## config.mk

```make
export PLATFORM = sky130hd
export DESIGN_NAME = flex_counter_mc
export DESIGN_NICKNAME = d
export VERILOG_FILES = /design/src/rtl/flex_counter_mc.sv
export SDC_FILE = /design/constraint.sdc
export NUM_CORES = 1
export LEC_CHECK = 0
export BUFFER_PORTS_ARGS = -buffer_cell sky130_fd_sc_hd__buf_2
export CORE_ASPECT_RATIO = 0.8
export CORE_UTILIZATION = 45
export CTS_CLUSTER_SIZE = 14
export DETAILED_ROUTE_END_ITERATION = 8
export PLACE_DENSITY = 0.82
export REMOVE_ABC_BUFFERS = 1
export SYNTH_ARGS = -nofsm -noshare
export SYNTH_HDL_FRONTEND = slang
export SYNTH_SLANG_ARGS = --single-unit
```

## constraint.sdc

```tcl
create_clock -name clk -period 7 [get_ports clk]
set_input_delay 1.4 -clock clk [delete_from_list [all_inputs] [get_ports clk]]
set_output_delay 1.4 -clock clk [all_outputs]
set_load 0.01 [all_outputs]
```

## src/rtl/flex_counter_mc.sv

```systemverilog
// Multi-channel flexible counter: NUM_CH independent up/down counters with
// per-channel clear, load, programmable terminal value, and wrap indication.
module flex_counter_mc #(
    parameter int unsigned NUM_CNT_BITS = 4,
    parameter int unsigned NUM_CH       = 2,
    parameter int unsigned WRAP_TO_ZERO = 0
) (
    input  logic                           clk,
    input  logic                           n_rst,
    input  logic [NUM_CH-1:0]              clear,
    input  logic [NUM_CH-1:0]              count_enable,
    input  logic [NUM_CH-1:0]              count_down,
    input  logic [NUM_CH-1:0]              load,
    input  logic [NUM_CH*NUM_CNT_BITS-1:0] load_val,
    input  logic [NUM_CH*NUM_CNT_BITS-1:0] rollover_val,
    output logic [NUM_CH*NUM_CNT_BITS-1:0] count_out,
    output logic [NUM_CH-1:0]              rollover_flag,
    output logic [NUM_CH-1:0]              rollover_pulse,
    output logic                           all_rollover
);

    localparam int unsigned N = NUM_CNT_BITS;
    localparam int unsigned CW = NUM_CH * NUM_CNT_BITS;
    localparam logic [N-1:0] BASE = (WRAP_TO_ZERO != 0) ? '0 : N'(1);

    logic [CW-1:0]     count_q, count_d;
    logic [NUM_CH-1:0] flag_q, flag_d;
    logic [NUM_CH-1:0] pulse_q, pulse_d;

    // Per-channel next state; priority is clear, then load, then count, else hold.
    always_comb begin
        logic [N-1:0] cur;
        logic [N-1:0] rv;
        logic [N-1:0] term;
        logic [N-1:0] nxt;
        count_d = count_q;
        flag_d  = flag_q;
        pulse_d = '0;
        cur     = '0;
        rv      = '0;
        term    = '0;
        nxt     = '0;
        for (int i = 0; i < int'(NUM_CH); i++) begin
            cur  = count_q[i*N +: N];
            rv   = rollover_val[i*N +: N];
            term = count_down[i] ? BASE : rv;
            nxt  = cur;
            if (clear[i]) begin
                count_d[i*N +: N] = '0;
                flag_d[i]         = 1'b0;
            end else if (load[i]) begin
                count_d[i*N +: N] = load_val[i*N +: N];
                flag_d[i]         = (load_val[i*N +: N] == term);
            end else if (count_enable[i]) begin
                if (!count_down[i]) begin
                    // Above-terminal counts fall through to a plain increment.
                    if (cur == rv) begin
                        nxt        = BASE;
                        pulse_d[i] = 1'b1;
                    end else begin
                        nxt = cur + N'(1);
                    end
                end else begin
                    if (cur <= BASE) begin
                        nxt        = rv;
                        pulse_d[i] = 1'b1;
                    end else begin
                        nxt = cur - N'(1);
                    end
                end
                count_d[i*N +: N] = nxt;
                flag_d[i]         = (nxt == term);
            end
        end
    end

    // State registers.
    always_ff @(posedge clk or negedge n_rst) begin
        if (!n_rst) begin
            count_q <= '0;
            flag_q  <= '0;
            pulse_q <= '0;
        end else begin
            count_q <= count_d;
            flag_q  <= flag_d;
            pulse_q <= pulse_d;
        end
    end

    assign count_out      = count_q;
    assign rollover_flag  = flag_q;
    assign rollover_pulse = pulse_q;
    assign all_rollover   = &flag_q;

endmodule

```

== After elaboration in Yosys (flattened, before gate mapping) ==
Index checks and enable logic that the tools add are counted.

* Flip-flop bits (word level): 12
* Latch bits: 0
* Memory bits (writable): 0
* Memory bits (read-only): 0
* Input port bits: 26
* Output and inout port bits: 13
* Word-level logic and storage cells: 58
* Memories: 0

* Add/subtract/negate cells: 4
* Multiply operators: 0
* Div/mod/pow operators: 0
* Magnitude comparators: 2
* Eq/ne operators: 6
* Shift-type cells: 0
* Muxes and demuxes: 38
* Bitwise operators: 0
* Reduce and logical (&&, ||, !) cells: 3

{| class="wikitable"
|+ Operators by type and width
! kind !! count
|-
| $mux W4 || 20
|-
| $eq A4 B4 Y1 || 6
|-
| $mux W1 || 18
|-
| $add A4 B1 Y4 const B || 2
|-
| $le A4 B1 Y1 const B || 2
|-
| $sub A4 B1 Y4 const B || 2
|-
| $reduce_bool A3 Y1 || 2
|-
| $reduce_and A2 Y1 || 1
|}

== Logic depth before layout (Yosys ltp) ==
Gate-level depths: netlist of run 1.

* Depth in word-level cells: 10
* Depth in mapped cells: 10
* Depth with buffers taken out: 9

== Least setup slack after synthesis of run 1 ==
No wires, ideal clock.

* Path type: input -> register
* Start point: input port rollover_val[1]
* End point: register flag_q[0] (netlist: rollover_flag[0])
* Library setup time: 0.067 ns
* Arrival: 2.961 ns
* Data required time: 6.933 ns
* Slack: 3.972 ns
* Stages on the path: 7
* Buffers on the path: 0
* Cells stage by stage: xor2_1 -> o41ai_4 -> o31ai_2 -> xor2_1 -> or4b_4 -> o211ai_2 -> a32o_1

* Cells in the longest elaborated chain, start to end: 10
* Elaborated cells between the ends (all ways): 13
* Those cells by class: eq/ne: 3; mux: 10

{| class="wikitable"
|+ Ends and longest elaborated chain
! element !! line !! source
|-
| start, declared || 15 || <nowiki>input logic [NUM_CH*NUM_CNT_BITS-1:0] rollover_val,</nowiki>
|-
| $eq A4 B4 Y1 || 57 || <nowiki>if (cur == rv) begin</nowiki>
|-
| $mux W4 || 57 ||
|-
| $mux W4 || 55 || <nowiki>if (!count_down[i]) begin</nowiki>
|-
| $mux W4 || 54 || <nowiki>end else if (count_enable[i]) begin</nowiki>
|-
| $mux W4 || 51 || <nowiki>end else if (load[i]) begin</nowiki>
|-
| $mux W4 || 48 || <nowiki>if (clear[i]) begin</nowiki>
|-
| $eq A4 B4 Y1 || 72 || <nowiki>flag_d[i] = (nxt == term);</nowiki>
|-
| $mux W1 || 54 ||
|-
| $mux W1 (*) || 51 ||
|-
| $mux W1 (*) || 48 ||
|-
| end signal, assigned || 85 || <nowiki>flag_q <= flag_d;</nowiki>
|-
| end, declared || 27 || <nowiki>logic [NUM_CH-1:0] flag_q, flag_d;</nowiki>
|}

Every way passes the cells marked *; elsewhere a longest branch is shown, timed or not. The select of a mux whose other input is x is not followed.
A chain may end at the register's enable or synchronous reset.

== Worst setup path after layout of run 1 ==
* Start point: input port rollover_val[0]
* End point: register flag_q[0] (netlist: rollover_flag[0])

The elaborated chain is that of the path after synthesis.

==> impl_metrics.tcl, run 1 <==
set metrics [dict create \
    number_of_buffers_added_to_fix_hold_violations_after_cts 0 \
    vias_per_cell 5.893 \
    power.share.clock_pct 28.0 \
    cp-end-kind "flip-flop" \
    run_status "completed" \
    fp.coreArea_sq_mm 0.003108 \
    critical_path_cell_sequence "buf_2, xor2_1, o41ai_4, o31ai_2, xor2_1, or4b_4, o211ai_2, a32o_1" \
    route.vias.total 1538 \
    htreeDepth 1 \
    max-vdd-ir-drop_mv 0.1271 \
    netSwitchingFraction_pct 35.75 \
    hold_viol 0 \
    critical_path.max_stage_delay_ps 540 \
    cts_inserted_buffers 3 \
    overall_overflow_remaining_after_global_route 0 \
    clock_insertion_delay_worst_skew_ps 240 \
    critical_path.n_buffers_inverters 1 \
    max-clock-path-buffers 2 \
    grt.total_usage_pct 22.94 \
    post_synth_num_cell_types 55 \
    grt_start_max_net_pins 13 \
    floorplan.die.width_um 65.91 \
    ratio_of_total_power_to_cell_area_mw_per_mm2 154.6 \
    cts_repair_resize_count 0 \
    floorplan.die.height_um 53.13 \
    die_area_sq_mm 0.003501 \
    crit_arrival_ps 3210 \
    detail_route.iter0.violations 104 \
    worst-slew-pin-transition_ps 599.3 \
    port_buffers 38 \
    clkTransAtPathRegs_ps 50 \
    average_wire_per_cell_in_the_routed_design_um 14.22 \
    drv.max_cap_violation_count 0 \
    synthFlopType "sky130_fd_sc_hd__dfrtp_1" \
    worstHoldPathType "reg2reg" \
    syn_warnings 0 \
    synth_sequential_area_ratio_pct 20.43 \
    grt_pass1_vias 1265 \
    synth_area_per_cell_sq_um 7.779 \
    combinationalPowerShare_pct 39.1 \
    crit_path_start_kind "input pin" \
    timing_worst_setup_path_type "in2reg" \
    grt_antenna_before_repair 0 \
    syn_inst 189 \
    post-route-worst-setup-slack_ps 3961 \
    fin_hold_ws_ps 571.7 \
    maxSlewHeadroom_pct 59.74 \
    pre_cts_ws_ps 3725 \
    switchingPower_w 0.00009340 \
    design.final.nets 254 \
    cts-root-buf "sky130_fd_sc_hd__clkbuf_8" \
    critical_path.max_fanout 7 \
    std_cell_rows 18 \
    share_of_synthesized_flip_flops_with_an_asynchronous_set_or_reset_pct 100.0 \
    drtPass1Iterations 4 \
    slew_violations 0 \
    antenna_cells 0 \
    timing.critical_path.required_ps 7180 \
    numClockSinks 12 \
    start_util_pct 47.30 \
    dp.final_hpwl_um 2854 \
    cts_tree "done" \
    finalSetupViolations 0 \
    post-route-min-period_ps 3039 \
    cpMaxStageDelayCell "sky130_fd_sc_hd__o41ai_4" \
    rsz0062_at_grt "false" \
    finalCoreUtilization_pct 54.39 \
    remaining_drc_errors 0 \
    io_pins 39 \
    finalWeightedCongestion 0.8969 \
    wire_length_of_the_first_global_routing_pass_um 6044 \
    ys_ff_latch 12 \
    cell_internal_power_dissipation_w 0.0001678 \
    route.antenna.remaining_nets 0 \
    post-route-period-util_pct 43.42 \
    power_leakage_nw 0.7823 \
    cts_post_setup_buffers_inserted 0 \
    synth-edff-count 0 \
    layout-drive-gt1-share_pct 23.98 \
    cpLargestDelayFamily "compound AO/OA/AOI/OAI gates" \
    area_delta_synth_final_pct 14.98 \
    clock-skew-final_ps 1.962 \
    critPathMostFrequentCell "sky130_fd_sc_hd__xor2_1" \
    tns_ps 0 \
    max_clock_freq_mhz 329.0 \
    synth.cell_area_sq_mm 0.001470 \
    routed_wirelength_um 3711 \
    power_frac_seq_pct 32.9 \
]
cell families (layout without fill, tap and decap cells):
group,after synthesis,after routing,share of synthesized area [%]
simple gates,69,69,24.68
compound gates,60,60,29.79
buf+inv,24,56,8.681
xor+xnor,13,13,7.745
flops,12,12,20.43
fa+ha+maj,6,6,5.106
mux,5,5,3.574
area by class of cell:
type | count | area (sq um)
Clock buffer | 4 | 55.05
Fill cell | 293 | 1418
Inverter | 14 | 52.55
Multi-Input combinational cell | 153 | 1042
Sequential cell | 12 | 300.3
Tap cell | 40 | 50.05
Timing Repair Buffer | 38 | 190.2
stage by stage:
step	total power, W	std cells	area (sq um)
CTS	0.0002621	261	1690
floorplan	0.0001522	179	1395
finish	0.0002613	261	1690
detailed placement	0.0001872	257	1635
global route	0.0002798	261	1690
global placement	0.0001863	257	1635
power by group through the flow:
stage / combinational [W] / clock [W] / sequential (W)
floorplan: 0.0000660 / 0 / 0.0000862
global placement: 0.0000995 / 0 / 0.0000868
detailed placement: 0.000101 / 0 / 0.0000866
CTS: 0.000101 / 0.0000754 / 0.0000855
global route: 0.000114 / 0.0000789 / 0.0000868
finish: 0.000102 / 0.0000732 / 0.0000858
per-layer routing:
metal	global-route usage (%)	vias to the layer above	share of wire, %
met5	0	-	0
met3	5.819	0	6.5
met2	31.63	47	41
li1	-	765	-
met4	1.087	0	0
met1	36.27	726	52
placed cells by master, fill, tap and decap left out, drive strengths merged, types with 5 or more instances in the layout:
cell type and instances:
buf 38, nor2 16, nand2 15, a21oi 15, inv 13, o21ai 13, nor3 12, dfrtp 12
xor2 7, xnor2 6, ha 6, o211ai 5
sequential cells by signal, indices dropped and copies added, names as in the netlist:
register        cells
rollover_flag       2
count_out           8
rollover_pulse      2
final timing paths:
check | slack, ps | cells past startpoint | start | end
setup / recovery | 3960 | 8 | rollover_val[0] | rollover_flag[0]
hold / removal | 570 | 1 | rollover_flag[0] | rollover_flag[0]
setup reg to reg | 4560 | 9 | count_out[4] | rollover_flag[1]
hold reg to reg | 570 | 1 | rollover_flag[0] | rollover_flag[0]
max in group asynchronous | 5760 | 1 | n_rst | count_out[6]
min in group asynchronous | 1030 | 1 | n_rst | rollover_pulse[1]
cell usage after synthesis, drive strengths merged, types with 2 or more instances:
library cell,instances,area (sq um)
mux2,2,22.52
mux2i,3,30.03
or4b,2,23.77
a211o,2,18.77
o221ai,2,17.52
a41oi,2,17.52
nor4b,3,26.28
o21ai,13,68.82
or4,2,15.01
nor2b,4,25.02
o22ai,2,12.51
a31oi,2,12.51
and2,2,12.51
clkbuf,9,63.81
o211ai,5,42.54
ha,6,75.07
a21boi,2,15.01
xnor2,6,52.55
xor2,7,61.31
o31a,3,27.53
dfrtp,12,300.3
nor2,16,60.06
nand2,15,56.30
inv,13,48.80
nor4,2,12.51
nor3,12,60.06
nand3,4,20.02
a21oi,15,75.07
(Power assumes the default switching activity.)
==> run 2: changes to the inputs <==
==> constraint.sdc (replaced) <==
create_clock -name clk -period 3.2 [get_ports clk]
set_input_delay 0.64 -clock clk [delete_from_list [all_inputs] [get_ports clk]]
set_output_delay 0.64 -clock clk [all_outputs]
set_load 0.01 [all_outputs]
==> impl_metrics.tcl, run 2 (synthesized netlist as in run 1, its figures left out) <==
set metrics [dict create \
    run_status "completed" \
    die_area_sq_mm 0.003501 \
    critical_path.max_fanout 11 \
    detail_route.iter0.violations 82 \
    cts-root-buf "sky130_fd_sc_hd__clkbuf_8" \
    ratio_of_total_power_to_cell_area_mw_per_mm2 339.3 \
    slew_violations 0 \
    drtPass1Iterations 4 \
    power_leakage_nw 0.7823 \
    max_clock_freq_mhz 419.0 \
    post-route-min-period_ps 2386 \
    vias_per_cell 5.981 \
    start_util_pct 47.30 \
    clkTransAtPathRegs_ps 50 \
    route.antenna.remaining_nets 0 \
    port_buffers 38 \
    rsz0062_at_grt "false" \
    post-route-worst-setup-slack_ps 813.5 \
    htreeDepth 1 \
    maxSlewHeadroom_pct 60.49 \
    cts_tree "done" \
    layout-drive-gt1-share_pct 23.98 \
    std_cell_rows 18 \
    regToRegStartpoint "count_out[4]" \
    cp-end-kind "flip-flop" \
    cts_inserted_buffers 3 \
    drv.max_cap_violation_count 0 \
    timing_worst_setup_path_type "reg2reg" \
    remaining_drc_errors 0 \
    route.vias.total 1561 \
    hold_viol 0 \
    grt_start_max_net_pins 13 \
    design.final.nets 254 \
    post-route-period-util_pct 74.58 \
    area_delta_synth_final_pct 14.98 \
    globalRoute.busiestLayer "met2" \
    tns_ps 0 \
    fp.coreArea_sq_mm 0.003108 \
    antenna_cells 0 \
    clock-skew-final_ps 1.466 \
    layout.cells.most_common "sky130_fd_sc_hd__buf_2" \
    total_power_w 0.0005735 \
    grtUsageMet3_pct 5.172 \
    timing.critical_path.required_ps 3310 \
    largest_reg_flops 8 \
    worstHoldPathType "in2async" \
    io_pins 39 \
    finalCoreUtilization_pct 54.39 \
    clock_insertion_delay_worst_skew_ps 230 \
    overall_overflow_remaining_after_global_route 0 \
    worst-slew-pin-transition_ps 588.1 \
    crit_path_start_kind "flip-flop" \
    wire_length_of_the_first_global_routing_pass_um 6099 \
    cts_post_setup_buffers_inserted 0 \
    dp.final_hpwl_um 2939 \
    finalSetupViolations 0 \
    grt.met1_usage_pct 33.90 \
    grt_pass1_vias 1355 \
    max-vdd-ir-drop_mv 0.3031 \
    max-clock-path-buffers 2 \
    finalWeightedCongestion 0.8624 \
    grt_antenna_before_repair 0 \
    crit_arrival_ps 2500 \
    setup_slack_of_the_most_critical_reg_to_reg_path_ps 810 \
    global_route.usage.met2_pct 34.18 \
    final_cell_mix "sky130_fd_sc_hd__buf_2 (38), sky130_fd_sc_hd__nor2_1 (16), sky130_fd_sc_hd__nand2_1 (15), sky130_fd_sc_hd__a21oi_1 (15), sky130_fd_sc_hd__inv_1 (13)" \
    average_wire_per_cell_in_the_routed_design_um 14.38 \
    r2r_cells 9 \
    cts_repair_resize_count 0 \
    grt.total_usage_pct 22.89 \
    floorplan.die.height_um 53.13 \
    routed_wirelength_um 3754 \
    regToRegEndpoint "rollover_flag[1]" \
    floorplan.die.width_um 65.91 \
    number_of_buffers_added_to_fix_hold_violations_after_cts 0 \
    pre_cts_ws_ps 678.4 \
    numClockSinks 12 \
]
run 2: cell counts in the layout (fill, tap and decap cells not counted):
No cell type changed its count.
run 2: cell type report:
class | count | area, sq um
Timing Repair Buffer | 38 | 190.2
Tap cell | 40 | 50.05
Clock buffer | 4 | 55.05
Inverter | 14 | 52.55
Fill cell | 299 | 1418
Multi-Input combinational cell | 153 | 1042
Sequential cell | 12 | 300.3
run 2: worst max-delay path by stage:
stage	from	endpoint	slack, ps
5_1_grt	count_out[4]	rollover_flag[1]	530
3_3_place_gp	rollover_val[3]	rollover_flag[0]	690
4_1_cts	count_out[4]	rollover_flag[1]	830
2_1_floorplan	rollover_val[1]	rollover_flag[0]	930
6_report	count_out[4]	rollover_flag[1]	810
3_5_place_dp	rollover_val[1]	rollover_flag[0]	680
run 2: layer usage:
layer / wire (um) / up-vias / part of all wire [%]
met5: 0 / - / 0
met4: 0 / 0 / 0
met3: 302 / 0 / 8.0
met2: 1598 / 54 / 43
met1: 1853 / 741 / 49
li1: - / 766 / -
run 2: worst max-delay path, stage by stage, from the launching register on:
cell and delay [ps]:
sky130_fd_sc_hd__dfrtp_1 530, sky130_fd_sc_hd__inv_1 120, sky130_fd_sc_hd__ha_1 270, sky130_fd_sc_hd__or4_1 460
sky130_fd_sc_hd__o21ai_0 90, sky130_fd_sc_hd__a21oi_1 80, sky130_fd_sc_hd__o21ai_0 250, sky130_fd_sc_hd__o22ai_1 120
sky130_fd_sc_hd__a41oi_1 230, sky130_fd_sc_hd__o21ai_0 100
run 2: through the flow:
| step | hold slack (ps) | instance area (sq um) | instances |
|---|---|---|---|
| after floorplan | 344.4 | 1395 | 179 |
| after global placement | 524.8 | 1635 | 257 |
| after detailed placement | 526.8 | 1635 | 257 |
| after CTS | 273.6 | 1690 | 261 |
| after global routing | 286.5 | 1690 | 261 |
| final | 270.1 | 1690 | 261 |
run 2: report_power, final:
group,internal [W],total [W],leakage [nW],switching (W)
Combinational,0.0000967,0.000225,0.594,0.000128
Clock,0.000108,0.000161,0.0288,0.0000526
Sequential,0.000162,0.000188,0.160,0.0000261
Total,0.000367,0.000574,0.782,0.000206
